$ cat src/rtl/sid_pkg.sv
// Shared definitions for the SID-style three-voice mixer.
// Contents: datapath width constants, shared-multiplier operand widths,
// the default product shift, and the mixer FSM state encoding.
package sid_pkg;

  localparam int unsigned WaveW   = 12;  // signed voice waveform
  localparam int unsigned EnvW    = 8;   // unsigned voice envelope
  localparam int unsigned VolW    = 4;   // unsigned master volume
  localparam int unsigned SampleW = 16;  // signed mixed sample / accumulator

  localparam int unsigned MulAW = 18;    // signed multiplier operand A
  localparam int unsigned MulBW = 9;     // signed multiplier operand B
  localparam int unsigned MulPW = 27;    // signed product

  localparam int unsigned ProdShiftDefault = 7;

  typedef enum logic [2:0] {
    StIdle,
    StV1,
    StV2,
    StV3,
    StVol
  } state_e;

endpackage

$ cat src/rtl/mul_18x9.sv
// Purely combinational signed 18x9 multiplier with a full-width 27-bit product.
// Ports:
//   i_a  in  18  signed operand A
//   i_b  in  9   signed operand B
//   o_p  out 27  signed product A*B
module mul_18x9
  import sid_pkg::*;
(
  input  logic signed [MulAW-1:0] i_a,
  input  logic signed [MulBW-1:0] i_b,
  output logic signed [MulPW-1:0] o_p
);

  logic signed [MulPW-1:0] w_a;
  logic signed [MulPW-1:0] w_b;

  always_comb begin
    w_a = {{(MulPW - MulAW){i_a[MulAW-1]}}, i_a};
    w_b = {{(MulPW - MulBW){i_b[MulBW-1]}}, i_b};
    // 18x9 signed fits in 26 bits plus sign, so the truncated product is exact.
    o_p = w_a * w_b;
  end

endmodule

$ cat src/rtl/sid_mix_seq.sv
// Sequential three-voice mixer. A strobe starts a five-state sequence that
// reuses one 18x9 multiplier: each voice's wave x envelope product is shifted
// and accumulated (V1..V3), then the accumulator is scaled by master volume
// (VOL) and registered as the output sample.
// Ports:
//   clk              in   1   system clock
//   rst              in   1   synchronous active-high reset
//   clk_1mhz_ph1_en  in   1   strobe starting a mix sequence
//   i_wave1..3       in   12  signed voice waveforms
//   i_env1..3        in   8   unsigned voice envelopes
//   i_volume         in   4   unsigned master volume
//   i_voice3_off     in   1   mute voice 3 in the mix
//   o_sample         out  16  signed mixed sample, held between updates
//   o_valid          out  1   one-cycle pulse when o_sample updates
//   o_overrun        out  1   one-cycle pulse for a strobe seen mid-sequence
module sid_mix_seq
  import sid_pkg::*;
#(
  parameter int unsigned PROD_SHIFT = ProdShiftDefault
) (
  input  logic                      clk,
  input  logic                      rst,
  input  logic                      clk_1mhz_ph1_en,
  input  logic signed [WaveW-1:0]   i_wave1,
  input  logic signed [WaveW-1:0]   i_wave2,
  input  logic signed [WaveW-1:0]   i_wave3,
  input  logic        [EnvW-1:0]    i_env1,
  input  logic        [EnvW-1:0]    i_env2,
  input  logic        [EnvW-1:0]    i_env3,
  input  logic        [VolW-1:0]    i_volume,
  input  logic                      i_voice3_off,
  output logic signed [SampleW-1:0] o_sample,
  output logic                      o_valid,
  output logic                      o_overrun
);

  state_e                    r_state;
  logic signed [SampleW-1:0] r_acc;
  logic signed [SampleW-1:0] r_sample;
  logic                      r_valid;
  logic                      r_overrun;

  logic signed [MulAW-1:0]   w_mul_a;
  logic signed [MulBW-1:0]   w_mul_b;
  logic signed [MulPW-1:0]   w_prod;
  logic signed [MulPW-1:0]   w_prod_shr;
  logic signed [SampleW-1:0] w_term;
  logic signed [SampleW-1:0] w_term3;
  logic                      w_unused_prod;

  // Operand steering for the single shared multiplier.
  always_comb begin
    w_mul_a = {{(MulAW - SampleW){r_acc[SampleW-1]}}, r_acc};
    w_mul_b = {{(MulBW - VolW){1'b0}}, i_volume};
    unique case (r_state)
      StV1: begin
        w_mul_a = {{(MulAW - WaveW){i_wave1[WaveW-1]}}, i_wave1};
        w_mul_b = {1'b0, i_env1};
      end
      StV2: begin
        w_mul_a = {{(MulAW - WaveW){i_wave2[WaveW-1]}}, i_wave2};
        w_mul_b = {1'b0, i_env2};
      end
      StV3: begin
        w_mul_a = {{(MulAW - WaveW){i_wave3[WaveW-1]}}, i_wave3};
        w_mul_b = {1'b0, i_env3};
      end
      default: ;
    endcase
  end

  mul_18x9 u_mul (
    .i_a (w_mul_a),
    .i_b (w_mul_b),
    .o_p (w_prod)
  );

  // Shifted voice term fits in 16 bits for the default shift, so truncation is lossless.
  always_comb begin
    w_prod_shr = w_prod >>> PROD_SHIFT;
    w_term     = w_prod_shr[SampleW-1:0];
    w_term3    = i_voice3_off ? '0 : w_term;
  end

  assign w_unused_prod = ^{w_prod[MulPW-1:20], w_prod[3:0], w_prod_shr[MulPW-1:SampleW]};

  always_ff @(posedge clk) begin
    if (rst) begin
      r_state   <= StIdle;
      r_acc     <= '0;
      r_sample  <= '0;
      r_valid   <= 1'b0;
      r_overrun <= 1'b0;
    end else begin
      r_valid   <= 1'b0;
      // A strobe outside IDLE is dropped; only the flag records it.
      r_overrun <= clk_1mhz_ph1_en && (r_state != StIdle);
      unique case (r_state)
        StIdle: begin
          if (clk_1mhz_ph1_en) r_state <= StV1;
        end
        StV1: begin
          r_acc   <= w_term;
          r_state <= StV2;
        end
        StV2: begin
          r_acc   <= r_acc + w_term;
          r_state <= StV3;
        end
        StV3: begin
          r_acc   <= r_acc + w_term3;
          r_state <= StVol;
        end
        StVol: begin
          // acc x vol / 16
          r_sample <= w_prod[19:4];
          r_valid  <= 1'b1;
          r_state  <= StIdle;
        end
        default: r_state <= StIdle;
      endcase
    end
  end

  assign o_sample  = r_sample;
  assign o_valid   = r_valid;
  assign o_overrun = r_overrun;

endmodule

$ cat config.mk
export PLATFORM = sky130hd
export DESIGN_NAME = sid_mix_seq
export DESIGN_NICKNAME = d
export VERILOG_FILES = /design/src/rtl/sid_pkg.sv /design/src/rtl/mul_18x9.sv /design/src/rtl/sid_mix_seq.sv
export SDC_FILE = /design/constraint.sdc
export NUM_CORES = 1
export LEC_CHECK = 0
export BUFFER_PORTS_ARGS = -buffer_cell sky130_fd_sc_hd__buf_2
export CAP_MARGIN = 40
export CORE_AREA = 2 2 116 129
export DETAILED_ROUTE_END_ITERATION = 8
export DIE_AREA = 0 0 118 131
export PLACE_DENSITY_LB_ADDON = 0.3
export SYNTH_ARGS = -nofsm -noshare
export SYNTH_HDL_FRONTEND = slang
export SYNTH_HIERARCHICAL = 1
export SYNTH_SLANG_ARGS = --single-unit
$ cat constraint.sdc
create_clock -name clk -period 15.6 [get_ports clk]
set_input_delay 0.78 -clock clk [delete_from_list [all_inputs] [get_ports clk]]
set_output_delay 0.78 -clock clk [all_outputs]
set_load 0.02 [all_outputs]
==> flow_summary.json <==
{
  "status": "finished clean",
  "clock.fmax_ghz": 0.117,
  "drc": 0,
  "grt-ovfl-total": 0,
  "cts_resized": 0,
  "path_clk_slew_ns": 0.06,
  "synthCells": 891,
  "ant_nets": 0,
  "synth.avg_cell_area_um2": 8.65,
  "fin_crit_sh_pct": 54.6,
  "cp_data_required_time_ns": 15.76,
  "rows": 46,
  "cts.sinks": 37,
  "htreeDepth": 2,
  "synthesis.area_um2": 7700,
  "synth_warnings": 6,
  "drt_wl_total_um": 19100,
  "critPathKind": "flip-flop to flip-flop",
  "clock_skew_ns": 0.00721,
  "die_w_um": 118,
  "relSlewSlack_pct": 36.9,
  "setup_viol": 0,
  "grt_usage_pct": 25.9,
  "cts_made_buffers": 5,
  "worst_pin_slew_ns": 0.944,
  "clk_latency_ns": 0.29,
  "die_h_um": 131,
  "grt_setup_unrepaired": "false",
  "drv_cap": 0,
  "dp_hpwl_um": 15300,
  "drive_above_1_share_pct": 15.2,
  "timing.final.hold_violations": 0,
  "fin_nets": 1228,
  "core_area_um2": 14200,
  "holdPathStages": 2,
  "tns_ns": 0,
  "dieArea_um2": 15500,
  "cts_setup_buffers": 0,
  "nFillCells": 1315,
  "drtIter0Drc": 409,
  "firstDrtPassIters": 5,
  "grt_pass1_vias": 6511,
  "diodes": 0,
  "cts.path.max_buffers": 2,
  "r2r_cells": 27,
  "min_path_type": "flip-flop to flip-flop",
  "cp-end-kind": "flip-flop",
  "grt_antenna_before_repair": 0,
  "wl_per_cell_um": 16.4,
  "cts_tree": "yes",
  "io_pins": 86,
  "vias": 6563,
  "grt_pass1_wl_um": 32300,
  "gp_congestion": 0.986,
  "crit_arrival_ns": 8.68,
  "cts_root_buf": "clkbuf_16",
  "report.final.slew_viol_count": 0,
  "grt_max_degree": 40,
  "floorplan.initialDensity_pct": 54.2,
  "cts_hold_buf": 0,
  "cp-start-kind": "flip-flop",
  "period_needed_ns": 8.52,
  "viasPerCell": 5.63,
  "portBuffers": 85,
  "crit_fanout": 39,
  "synthToLayoutAreaGrowth_pct": 11.3
}
## routing by layer
metal | share of wire [%] | wire, µm | GRT usage (%)
met5 | 0 | 0 | 0
met2 | 50 | 9500 | 45.7
met4 | 2.8 | 530 | 7.44
met3 | 5.2 | 990 | 2.78
met1 | 42 | 8100 | 34.2
## critical path, cell delays in order, from the launching register on
cell	delay [ns]
dfxtp_1	0.30
buf_4	0.40
inv_2	0.27
nor2_1	0.43
a22oi_1	0.17
nor2_1	0.73
nand2_1	0.17
fa_1	0.52
fa_1	0.55
inv_1	0.06
fa_1	0.52
fa_1	0.58
fa_1	0.43
ha_1	0.36
o211ai_1	0.13
o21a_1	0.26
a21oi_1	0.15
a311o_1	0.38
a211oi_1	0.24
nor3_1	0.11
and2_1	0.18
ha_1	0.31
nand2_1	0.15
nor3_2	0.07
a2111oi_4	0.40
a21oi_1	0.13
o41ai_1	0.32
a31oi_1	0.06
## final timing paths
path,end,slack [ns],from
min,o_sample[5],0.45,o_sample[5]
max reg2reg,r_acc[15],7.08,r_state[1]
max,r_acc[15],7.08,r_state[1]
min reg2reg,o_sample[5],0.45,o_sample[5]
## registers in the layout, summed over array words and instances, names as in the netlist
register / count
r_acc: 16
o_overrun: 1
o_sample: 16
o_valid: 1
r_state: 3
## cell type report
class	instances	area, µm²	share of cell area, %
clock buffers	5	125	1.46
clock inverters	3	43.8	0.511
inverters	85	319	3.72
multi-input cells	735	6510	76.0
flip-flops and latches	37	741	8.64
well taps	192	240	2.80
repair buffers	108	592	6.91
## per-stage QoR
stage	utilization [%]	setup WS, ns	area, µm²	cells	hold WS, ns
6_report	60.3	7.08	8570	1165	0.451
5_1_grt	60.3	6.38	8570	1165	0.472
4_1_cts	60.3	7.13	8570	1165	0.454
3_5_place_dp	59.1	7.16	8400	1157	0.445
3_3_place_gp	58.8	7.33	8360	1151	0.439
2_1_floorplan	-	8.37	7730	897	0.452
## cell usage in the layout (no fill, tap or decap), types with 8 or more instances in the layout
master and instances:
nand2_1 129, fa_1 122, and2_1 94, buf_2 89, inv_1 84, ha_1 66, a21oi_1 56, nor2_1 40
dfxtp_1 37, o21ai_0 27, a22oi_1 23, nor2b_1 20, buf_4 18, xnor2_1 17, mux2_2 14, o21ai_1 9
xor2_1 8, a211oi_1 8
Power is not shown: default switching activity piles up to over one toggle a cycle in this logic, so the estimate is an artifact.
